==> src/rtl/hsid_sq_df_acc_pkg.sv <==
// Shared widths and state encoding for the squared-difference accumulator.
package hsid_pkg;

  localparam int HSID_DATA_WIDTH = 16;
  localparam int HSID_MAX_VLEN   = 256;
  localparam int HSID_VLEN_WIDTH = $clog2(HSID_MAX_VLEN) + 1;
  localparam int HSID_ACC_WIDTH  = 2 * HSID_DATA_WIDTH + $clog2(HSID_MAX_VLEN);

  typedef enum logic [1:0] {
    IDLE,
    ACC,
    DONE
  } hsid_acc_state_t;

endpackage

==> src/rtl/hsid_sq_df_acc_if.sv <==
// Sample stream in, vector sum out, plus start/length control and status.
interface hsid_sq_df_acc_if
  import hsid_pkg::*;
#(
  parameter int DATA_WIDTH = HSID_DATA_WIDTH,
  parameter int MAX_VLEN   = HSID_MAX_VLEN
);

  localparam int VLEN_WIDTH = $clog2(MAX_VLEN) + 1;
  localparam int ACC_WIDTH  = 2 * DATA_WIDTH + $clog2(MAX_VLEN);

  logic                    start;
  logic [VLEN_WIDTH-1:0]   vlen;
  logic [2*DATA_WIDTH-1:0] sq_df_in;
  logic                    in_valid;
  logic                    in_ready;
  logic [ACC_WIDTH-1:0]    acc_out;
  logic                    acc_valid;
  logic                    out_ready;
  logic                    busy;
  logic                    error;

  modport master (
    output start, vlen, sq_df_in, in_valid, out_ready,
    input  in_ready, acc_out, acc_valid, busy, error
  );

  modport slave (
    input  start, vlen, sq_df_in, in_valid, out_ready,
    output in_ready, acc_out, acc_valid, busy, error
  );

endinterface

==> src/rtl/hsid_sq_df_acc.sv <==
// Accumulates vlen squared-difference beats into one sum per pixel pair.
// state | meaning
// IDLE  | waiting for start with a legal vlen
// ACC   | accepting beats, summing into acc
// DONE  | result presented on acc_out until out_ready
module hsid_sq_df_acc
  import hsid_pkg::*;
#(
  parameter int DATA_WIDTH = HSID_DATA_WIDTH,
  parameter int MAX_VLEN   = HSID_MAX_VLEN
) (
  input logic              clk,
  input logic              rst,
  hsid_sq_df_acc_if.slave  bus
);

  localparam int VLEN_WIDTH = $clog2(MAX_VLEN) + 1;
  localparam int ACC_WIDTH  = 2 * DATA_WIDTH + $clog2(MAX_VLEN);

  hsid_acc_state_t       state;
  logic [ACC_WIDTH-1:0]  acc;
  logic [ACC_WIDTH-1:0]  acc_sum;
  logic [ACC_WIDTH-1:0]  acc_out_q;
  logic [VLEN_WIDTH-1:0] count;
  logic [VLEN_WIDTH-1:0] vlen_q;
  logic                  in_ready_q;
  logic                  acc_valid_q;
  logic                  busy_q;
  logic                  error_q;
  logic                  beat;
  logic                  last_beat;
  logic                  vlen_ok;
  logic                  take_start;

  // in_ready is a registered copy of (state == ACC), so beat acceptance
  // never depends combinationally on in_valid.
  always_comb begin
    acc_sum    = acc + ACC_WIDTH'(bus.sq_df_in);
    beat       = bus.in_valid && in_ready_q;
    last_beat  = beat && (count == (vlen_q - VLEN_WIDTH'(1)));
    vlen_ok    = (bus.vlen != '0) && (bus.vlen <= VLEN_WIDTH'(MAX_VLEN));
    take_start = bus.start &&
                 ((state == IDLE) || ((state == DONE) && bus.out_ready));
  end

  always_ff @(posedge clk or posedge rst) begin
    if (rst) begin
      state       <= IDLE;
      acc         <= '0;
      acc_out_q   <= '0;
      count       <= '0;
      vlen_q      <= '0;
      in_ready_q  <= 1'b0;
      acc_valid_q <= 1'b0;
      busy_q      <= 1'b0;
      error_q     <= 1'b0;
    end else begin
      error_q <= take_start && !vlen_ok;
      case (state)
        IDLE: begin
          if (take_start && vlen_ok) begin
            vlen_q     <= bus.vlen;
            acc        <= '0;
            count      <= '0;
            state      <= ACC;
            in_ready_q <= 1'b1;
            busy_q     <= 1'b1;
          end
        end
        ACC: begin
          if (last_beat) begin
            acc         <= acc_sum;
            acc_out_q   <= acc_sum;
            state       <= DONE;
            in_ready_q  <= 1'b0;
            acc_valid_q <= 1'b1;
          end else if (beat) begin
            acc   <= acc_sum;
            count <= count + VLEN_WIDTH'(1);
          end
        end
        DONE: begin
          if (bus.out_ready) begin
            acc_valid_q <= 1'b0;
            // Back-to-back: a legal start in the handshake cycle skips IDLE.
            if (take_start && vlen_ok) begin
              vlen_q     <= bus.vlen;
              acc        <= '0;
              count      <= '0;
              state      <= ACC;
              in_ready_q <= 1'b1;
            end else begin
              state  <= IDLE;
              busy_q <= 1'b0;
            end
          end
        end
        default: begin
          state       <= IDLE;
          in_ready_q  <= 1'b0;
          acc_valid_q <= 1'b0;
          busy_q      <= 1'b0;
        end
      endcase
    end
  end

  assign bus.in_ready  = in_ready_q;
  assign bus.acc_out   = acc_out_q;
  assign bus.acc_valid = acc_valid_q;
  assign bus.busy      = busy_q;
  assign bus.error     = error_q;

endmodule

==> src/flat_wrapper.sv <==
// flat-port wrapper written by rule: the top's interface ports become plain ports
module hsid_sq_df_acc_flat import hsid_pkg::*;
#(
  parameter int DATA_WIDTH = HSID_DATA_WIDTH,
  parameter int MAX_VLEN   = HSID_MAX_VLEN
)
  (clk, rst, bus_start, bus_vlen, bus_sq_df_in, bus_in_valid, bus_out_ready, bus_in_ready, bus_acc_out, bus_acc_valid, bus_busy, bus_error);
  hsid_sq_df_acc_if #(.DATA_WIDTH(DATA_WIDTH), .MAX_VLEN(MAX_VLEN)) bus_i ();
  input logic clk;
  input logic rst;
  input wire logic [$bits(bus_i.start)-1:0] bus_start;
  input wire logic [$bits(bus_i.vlen)-1:0] bus_vlen;
  input wire logic [$bits(bus_i.sq_df_in)-1:0] bus_sq_df_in;
  input wire logic [$bits(bus_i.in_valid)-1:0] bus_in_valid;
  input wire logic [$bits(bus_i.out_ready)-1:0] bus_out_ready;
  output wire logic [$bits(bus_i.in_ready)-1:0] bus_in_ready;
  output wire logic [$bits(bus_i.acc_out)-1:0] bus_acc_out;
  output wire logic [$bits(bus_i.acc_valid)-1:0] bus_acc_valid;
  output wire logic [$bits(bus_i.busy)-1:0] bus_busy;
  output wire logic [$bits(bus_i.error)-1:0] bus_error;
  assign bus_i.start = bus_start;
  assign bus_i.vlen = bus_vlen;
  assign bus_i.sq_df_in = bus_sq_df_in;
  assign bus_i.in_valid = bus_in_valid;
  assign bus_i.out_ready = bus_out_ready;
  assign bus_in_ready = bus_i.in_ready;
  assign bus_acc_out = bus_i.acc_out;
  assign bus_acc_valid = bus_i.acc_valid;
  assign bus_busy = bus_i.busy;
  assign bus_error = bus_i.error;
  hsid_sq_df_acc #(.DATA_WIDTH(DATA_WIDTH), .MAX_VLEN(MAX_VLEN)) u_core (.clk(clk), .rst(rst), .bus(bus_i));
endmodule
==> config.mk <==
export PLATFORM = sky130hd
export DESIGN_NAME = hsid_sq_df_acc_flat
export DESIGN_NICKNAME = d
export VERILOG_FILES = /design/src/rtl/hsid_sq_df_acc_pkg.sv /design/src/rtl/hsid_sq_df_acc_if.sv /design/src/rtl/hsid_sq_df_acc.sv /design/src/flat_wrapper.sv
export SDC_FILE = /design/constraint.sdc
export NUM_CORES = 1
export LEC_CHECK = 0
export CAP_MARGIN = 20
export CORE_AREA = 2 2 114 116
export CTS_CLUSTER_DIAMETER = 80
export DETAILED_ROUTE_END_ITERATION = 16
export DIE_AREA = 0 0 116 118
export GPL_ROUTABILITY_DRIVEN = 0
export PLACE_DENSITY = 0.82
export REMOVE_ABC_BUFFERS = 1
export SLEW_MARGIN = 20
export SYNTH_ARGS = -nofsm -noshare
export SYNTH_HDL_FRONTEND = slang
export SYNTH_SLANG_ARGS = --single-unit
==> constraint.sdc <==
create_clock -name clk -period 4.18 [get_ports clk]
set_clock_uncertainty 0.15 [all_clocks]
set_input_delay 1.254 -clock clk [delete_from_list [all_inputs] [get_ports clk]]
set_output_delay 1.254 -clock clk [all_outputs]
set_load 0.02 [all_outputs]
Yosys cells after proc, flatten, opt, wreduce, memory -nomap -nowiden

Index checks and enable logic that the tools add are counted.

Logic and storage cells: 75
Input bits: 46
Output and inout bits: 44
Bits in registers: 104

Bitwise operators: 2
Magnitude comparators: 1
Muxes and demuxes: 29
Reductions and logical operators: 21
Add/sub/neg operators: 3
Equality and inequality tests: 10

Operators with widths:

| cell                  | number |
|---|---|
| $mux W40              | 4 |
| $pmux W40 S3          | 1 |
| $mux W9               | 6 |
| $add A40 B32 Y40      | 1 |
| $pmux W9 S3           | 1 |
| $pmux W9 S2           | 1 |
| $add A9 B1 Y9 const B | 1 |
| $eq A9 B9 Y1          | 1 |
| $le A9 B9 Y1 const B  | 1 |
| $mux W1               | 9 |
| $pmux W1 S3           | 3 |
| $reduce_and A3 Y1     | 3 |
| $reduce_bool A9 Y1    | 1 |
| $sub A9 B1 Y9 const B | 1 |
| $ne A2 B2 Y1 const B  | 4 |
| $reduce_and A4 Y1     | 2 |
| $logic_and A1 B1 Y1   | 7 |
| $mux W2               | 3 |
| $pmux W2 S3           | 1 |
| $reduce_and A2 Y1     | 3 |
| $ne A2 B1 Y1 const B  | 2 |
| $ne A3 B1 Y1 const B  | 1 |
| $reduce_bool A3 Y1    | 1 |
| $eq A2 B1 Y1 const B  | 1 |
| 6 further kinds       | 7 |

Depth between registers and ports, before layout

Gate-level depths: netlist (run 1).

Depth after elaboration: 8
Depth in mapped cells: 12
Gate-level depth less buffers: 11

Least setup slack after synthesis (run 1)

Ideal clock, no wire load.

Path type: input port to flip-flop
From: in bus_sq_df_in[0]
To: reg u_core.acc_out_q[36], in the netlist u_core.bus.acc_out[36]
Path slack: 0.146 ns
Arrival: 3.760 ns
Setup time: 0.124 ns
Stages on the path: 12
Data required time: 3.906 ns
Buffers on the path: 1
Cells stage by stage: ha_1 > fa_1 > a21oi_1 > o211ai_1 > a41oi_1 > a21oi_1 > nor3b_1 > nor3_1 > nor3_1 > clkbuf_1 > nor3_1 > o31a_1

Longest elaborated chain between the ends: 1

Ends and longest elaborated chain:

| element                | line                 | source |
|---|---|---|
| start: declaration     | flat_wrapper.sv:13   | `input wire logic [$bits(bus_i.sq_df_in)-1:0] bus_sq_df_in;` |
| $add A40 B32 Y40       | hsid_sq_df_acc.sv:38 | `acc_sum = acc + ACC_WIDTH'(bus.sq_df_in);` |
| end signal: assignment | hsid_sq_df_acc.sv:73 | `acc_out_q <= acc_sum;` |
| end: declaration       | hsid_sq_df_acc.sv:23 | `logic [ACC_WIDTH-1:0] acc_out_q;` |

Every way passes these cells.
A chain may end at the register's enable or synchronous reset.

Worst setup path in the final report (run 1)

From: in bus_sq_df_in[0]
To: reg u_core.acc[30]

Longest elaborated chain between the ends: 4

Ends and longest elaborated chain:

| element                | line                 | source |
|---|---|---|
| $add A40 B32 Y40 (*)   | hsid_sq_df_acc.sv:38 |  |
| $mux W40               | hsid_sq_df_acc.sv:77 | `end else if (beat) begin` |
| $mux W40 (*)           | hsid_sq_df_acc.sv:71 | `if (last_beat) begin` |
| $pmux W40 S3 (*)       | hsid_sq_df_acc.sv:59 | `case (state)` |
| end signal: assignment | hsid_sq_df_acc.sv:72 | `acc <= acc_sum;` |
| end signal: assignment | hsid_sq_df_acc.sv:78 | `acc <= acc_sum;` |
| end: declaration       | hsid_sq_df_acc.sv:21 | `logic [ACC_WIDTH-1:0] acc;` |

Mark *: on every way between the ends. The rest lies on a longest branch, timed or not. The select of a mux whose other input is x is not followed.

==> metrics.json, run 1 <==
{
  "outcome": {
    "status": "finished clean"
  },
  "sta": {
    "report.final.setup_viol": 0,
    "report.final.hold_viol_count": 0,
    "timing_max_transition_violations_final": 0,
    "final.period_utilization_pct": 97.92,
    "layout_min_cycle_time_ps": 4093,
    "worst_hold_slack_ps": 331.6,
    "max_slew_margin_pct": 63.49,
    "timing_worst_slew_pin_value_ps": 544.0,
    "max_freq_ghz": 0.2443
  },
  "route": {
    "top_layer_used": "met4",
    "detail_route.first_pass.iterations": 5,
    "dr.first_iter.drc_count": 347,
    "drt.antenna.violating_nets": 0,
    "routed-wl-met2_um": 7741,
    "vias": 5418,
    "detail_route.drc_violations": 0,
    "routed_wirelength_um": 15520,
    "met3_length_um": 565,
    "wl_met1_um": 6832,
    "detail_route.vias_per_cell": 5.656,
    "wl_per_cell_um": 16.20
  },
  "layout": {
    "nFillCells": 1059,
    "leading_cell_type_in_the_layout_fill_and_taps_excluded": "nand2_1",
    "ratio_of_cells_with_drive_above_1_in_the_final_layout_pct": 11.07,
    "finalNetCount": 863,
    "num_antenna_cells": 0,
    "layout.cells.most_common_list": "nand2_1 (110), dfrtp_1 (104), clkdlybuf4s50_1 (89)",
    "area_growth_syn_to_layout_pct": 26.89,
    "final_design_area_no_fill_um2": 7776,
    "layout.cells.non_filler": 958,
    "finish.utilization_pct": 62.64
  },
  "global_routing": {
    "grt_max_degree": 63,
    "grt-ovfl-total": 0,
    "global_route_wire_length_before_repair_um": 25770,
    "first_global_vias": 5511,
    "antenna_found_initial": 0,
    "global_route.usage.total_pct": 23.41
  },
  "yosys": {
    "instance_count_of_the_mapped_netlist": 673,
    "postSynthAreaPerCell_um2": 9.106,
    "synth_top_flop_cell": "dfrtp_1",
    "synthDominantCellAreaShare_pct": 42.47,
    "synth_seq_area_share_pct": 42.47,
    "ys_seq_elements": 104,
    "synth.largest_area_cell": "dfrtp_1",
    "async_flop_share_pct": 100.0,
    "yosys.cell_types.count": 55,
    "synth_warnings": 0,
    "yosys-top-cells-area": "dfrtp_1 (42%), ha_1 (6.9%), nand2_1 (6.7%), xor2_1 (4.6%), o21ai_0 (4.3%)",
    "syn-cell-area_um2": 6128,
    "synth-edff-count": 0
  },
  "power": {
    "cellPowerDensity_nw_per_um2": 262.3,
    "power.share.switching_pct": 22.89,
    "total_power_draw_mw": 2.039,
    "comb_power_share_pct": 7.5,
    "power.share.clock_pct": 43.2,
    "vdd_ir_drop_max_v": 0.0001580,
    "share_seq_of_total_power_pct": 49.3,
    "leakage_nw": 3.532,
    "switchingPower_uw": 466.9,
    "cellInternalPower_mw": 1.572
  },
  "worst_hold_path": {
    "cell_count_of_the_worst_hold_path": 2,
    "timing.hold.worst.class": "reg -> reg"
  },
  "clock_tree": {
    "cts_root_buffer": "clkbuf_16",
    "tritoncts": "done",
    "post_cts.repair.setup_buffers": 0,
    "number_of_cts_inserted_buffers": 9,
    "max-clock-path-buffers": 2,
    "latest_clock_arrival_within_the_worst_skew_pair_ps": 360,
    "cts_sinks": 104,
    "htree_num_levels": 3,
    "cts.reportedPaths.clkPinSlew_ps": 70,
    "total_of_hold_buffers_inserted_after_clock_tree_synthesis": 0
  },
  "floorplanning": {
    "core.rowCount": 41,
    "core_region_area_um2": 12410,
    "dieWidth_um": 116,
    "fp.dieH_um": 118,
    "initial_utilization_pct": 49.37,
    "design.die.area_um2": 13690,
    "design.portCount": 90
  },
  "worst_setup_path": {
    "critical_path_peak_fanout": 3,
    "timing.reg2reg.worst_path_depth": 11,
    "cp.arrival_ps": 4160,
    "critical_path.endpoint_type": "flip-flop",
    "crit_required_ps": 4250,
    "worst_setup_path_start_kind": "input port",
    "setup.worst_path.class": "in -> reg"
  },
  "placed_design": {
    "hpwl_um": 11190,
    "io_buffers": 89,
    "placed_area_um2": 7403,
    "placed_cells_incl_taps": 942
  },
  "run": {
    "timing.max_cap.violations": 0
  }
}
-- registers in the layout (all words and copies together), names as in the netlist --
name / cells
u_core.vlen_q: 9
u_core.bus.in_ready: 1
u_core.count: 9
u_core.bus.acc_valid: 1
u_core.state: 2
u_core.bus.acc_out: 40
u_core.bus.error: 1
u_core.bus.busy: 1
u_core.acc: 40
-- logic make-up after synthesis --
logic type               share of synthesized area [%]
flip-flops                                       42.47
buffers and inverters                            3.246
AND/OR/NAND/NOR                                  16.70
multiplexers                                     1.960
adder cells (fa/ha/maj)                          7.268
AO/OA/AOI/OAI                                    20.78
XOR/XNOR                                         7.575
-- per-stage QoR --
step	setup slack (ps)	setup TNS, ps
2_1_floorplan	-347.6	-4255
3_3_place_gp	-384.3	-3869
3_5_place_dp	-472.9	-5631
4_1_cts	49.12	0
5_1_grt	-12.49	-15.44
6_report	87.06	0
-- per-layer routing --
layer,up-vias,GRT usage [%]
met5,-,0
met3,27,3.090
met1,2600,30.35
met4,0,10.34
met2,155,38.82
li1,2636,-
-- path summary, 6_finish.rpt --
check                                        from                     end  slack [ps]
max                               bus_sq_df_in[0]          u_core.acc[30]          90
min                        u_core.bus.acc_out[20]  u_core.bus.acc_out[20]         330
max reg2reg                      u_core.vlen_q[0]  u_core.bus.acc_out[16]         750
min reg2reg                u_core.bus.acc_out[20]  u_core.bus.acc_out[20]         330
max in group asynchronous                     rst          u_core.acc[30]        2000
min in group asynchronous                     rst   u_core.bus.acc_out[0]        1160
-- synthesized netlist by cell type (4+ instances only) --
cell type and number:
nand4_1 6, o21a_1 6, nor3_1 9, nor4_1 7, a31o_2 4, clkbuf_1 26, o21ai_0 53, ha_1 34
a21o_1 22, mux2_2 8, inv_1 14, buf_6 4, o22ai_1 17, nand2_1 110, a21oi_1 34, dfrtp_1 104
xor2_1 32, a31oi_1 10, xnor2_1 21, o21ai_1 30, o31ai_1 6, nand3_1 23, and3_1 8, o211ai_1 8
nor2_1 32
-- critical path, stage by stage --
cell             delay (ps)
clkdlybuf4s50_1         400
ha_1                    230
fa_2                    390
a21oi_4                 190
o211ai_1                160
a31o_2                  300
a31oi_4                 210
o211a_1                 200
o21ai_0                 160
a211oi_1                330
xor2_1                  220
o21ai_0                 130
-- power groups by stage --
stage | combinational, mW | sequential (mW) | clock (mW)
global placement | 0.146 | 1.03 | 0
finish | 0.152 | 1.01 | 0.881
CTS | 0.152 | 1.01 | 0.898
floorplan | 0.0688 | 1.03 | 0
global route | 0.167 | 1.01 | 0.938
detailed placement | 0.150 | 1.03 | 0
-- what timing repair did --
| item | CTS | global route |
|---|---|---|
| cloned | 0 | 1 |
| resized for setup | 2 | 9 |
| setup endpoints to repair | 6 | 13 |
| pin swaps | 0 | 5 |
-- layout make-up --
type,instances,area [µm²],area share [%]
clock buffer,11,252.7,3.250
clock inverter,4,53.80,0.6919
inverter,14,55.05,0.7080
multi-input combinational,524,3390,43.59
sequential,104,2603,33.47
tap,172,215.2,2.767
timing repair buffer,129,1207,15.53
No activity file was read; power rests on OpenSTA's default activity.
==> run 2, diff against run 1 <==
SKIP_CTS_REPAIR_TIMING = 1   (was default)
==> metrics.json, run 2 (same netlist as run 1, synthesis figures left out) <==
{
  "outcome": {
    "status": "finished clean"
  },
  "route": {
    "vias": 5426,
    "drt.antenna.violating_nets": 0,
    "detail_route.vias_per_cell": 5.664,
    "wl_per_cell_um": 16.18,
    "routed_wirelength_um": 15500,
    "detail_route.first_pass.iterations": 4,
    "detail_route.drc_violations": 0,
    "dr.first_iter.drc_count": 387
  },
  "worst_setup_path": {
    "r2r_end": "u_core.bus.acc_out[16]",
    "setup.worst_path.class": "in -> reg",
    "cp.arrival_ps": 4160,
    "rrSetupSlack_ps": 750,
    "worst_setup_path_start_kind": "input port",
    "critical_path.endpoint_type": "flip-flop",
    "crit_required_ps": 4250,
    "critical_path.reg2reg.startpoint": "u_core.vlen_q[0]",
    "timing.reg2reg.worst_path_depth": 11,
    "crit_path_start": "bus_sq_df_in[0]",
    "critical_path_peak_fanout": 3,
    "setup.worst_path.end": "u_core.acc[30]"
  },
  "clock_tree": {
    "tritoncts": "done",
    "max-clock-path-buffers": 2,
    "cts_root_buffer": "clkbuf_16",
    "cts.reportedPaths.clkPinSlew_ps": 70,
    "htree_num_levels": 3,
    "latest_clock_arrival_within_the_worst_skew_pair_ps": 360,
    "cts_sinks": 104,
    "number_of_cts_inserted_buffers": 9
  },
  "power": {
    "power.share.switching_pct": 22.83,
    "leakage_nw": 3.532,
    "switchingPower_uw": 465.2,
    "cellInternalPower_mw": 1.572,
    "comb_power_share_pct": 7.5,
    "cellPowerDensity_nw_per_um2": 262.0,
    "power.share.clock_pct": 43.2,
    "vdd_ir_drop_max_v": 0.0001582,
    "share_seq_of_total_power_pct": 49.4
  },
  "worst_hold_path": {
    "timing.hold.worst.class": "reg -> reg"
  },
  "layout": {
    "final_design_area_no_fill_um2": 7776,
    "layout.cells.most_common_list": "nand2_1 (110), dfrtp_1 (104), clkdlybuf4s50_1 (89)",
    "ratio_of_cells_with_drive_above_1_in_the_final_layout_pct": 11.07,
    "area_growth_syn_to_layout_pct": 26.89,
    "num_antenna_cells": 0,
    "finalNetCount": 863,
    "leading_cell_type_in_the_layout_fill_and_taps_excluded": "nand2_1"
  },
  "sta": {
    "layout_min_cycle_time_ps": 4092,
    "fin_setup_tns_ps": 0,
    "max_slew_margin_pct": 63.33,
    "timing_max_transition_violations_final": 0,
    "timing_worst_slew_pin_value_ps": 550.0,
    "max_freq_ghz": 0.2444,
    "report.final.setup_viol": 0,
    "report.final.hold_viol_count": 0,
    "final.period_utilization_pct": 97.90
  },
  "floorplanning": {
    "core_region_area_um2": 12410,
    "initial_utilization_pct": 49.37,
    "design.die.area_um2": 13690,
    "design.portCount": 90,
    "fp.dieH_um": 118,
    "dieWidth_um": 116,
    "core.rowCount": 41
  },
  "global_routing": {
    "global_route_wire_length_before_repair_um": 25800,
    "grt-ovfl-total": 0,
    "global_route.usage.total_pct": 23.42,
    "grt_max_degree": 63,
    "first_global_vias": 5513,
    "antenna_found_initial": 0
  },
  "placed_design": {
    "hpwl_um": 11190,
    "io_buffers": 89,
    "placed_area_um2": 7403
  },
  "run": {
    "timing.max_cap.violations": 0
  }
}
-- run 2: cell counts in the layout (fill, tap and decap cells not counted) --
Identical to the previous run, type by type.
-- run 2: final cells by class --
type / count / area, µm²
Multi-Input combinational cell: 524 / 3390
Fill cell: 1059 / 4638
Timing Repair Buffer: 129 / 1207
Tap cell: 172 / 215.2
Clock buffer: 11 / 252.7
Inverter: 14 / 55.05
Sequential cell: 104 / 2603
Clock inverter: 4 / 53.80
-- run 2: routing by layer --
layer,vias up,global-route usage [%],share of wire [%]
met5,-,0,0
met4,0,10.34,2.4
met3,25,3.090,4.2
met2,153,38.78,50
met1,2616,30.41,43
li1,2632,-,-
-- run 2: power by group through the flow --
stage	sequential (mW)	combinational [mW]	clock, mW
floorplan	1.03	0.0688	0
global placement	1.03	0.146	0
detailed placement	1.03	0.150	0
CTS	1.01	0.152	0.898
global route	1.01	0.167	0.938
finish	1.01	0.153	0.879
-- run 2: how the worst min path moves through the flow --
stage,from,cells past startpoint,slack [ps],to
after floorplan,u_core.acc[11],2,300,u_core.acc[11]
after global placement,u_core.acc[24],2,320,u_core.acc[24]
after detailed placement,u_core.bus.acc_out[20],2,320,u_core.bus.acc_out[20]
after CTS,u_core.bus.acc_out[20],2,340,u_core.bus.acc_out[20]
after global routing,u_core.bus.acc_out[20],2,360,u_core.bus.acc_out[20]
final,u_core.bus.acc_out[20],2,330,u_core.bus.acc_out[20]
-- run 2: metrics by stage --
stage               hold WS [ps]  worst slack, ps  std cells  total power [mW]  util (%)
floorplan                  303.8           -347.6        642             1.094         -
finish                     330.9            87.81        958             2.038     62.64
CTS                        336.1           -112.8        957             2.055     62.10
global placement           315.9           -384.3        942             1.171     59.64
detailed placement         321.0           -472.9        942             1.175     59.64
global route               358.8           -12.70        958             2.110     62.64
-- run 2: critical path, cell delays in order --
cell	delay, ps
clkdlybuf4s50_1	400
ha_1	230
fa_2	390
a21oi_4	190
o211ai_1	160
a31o_2	300
a31oi_4	210
o211a_1	200
o21ai_0	160
a211oi_1	340
xor2_1	220
o21ai_0	130
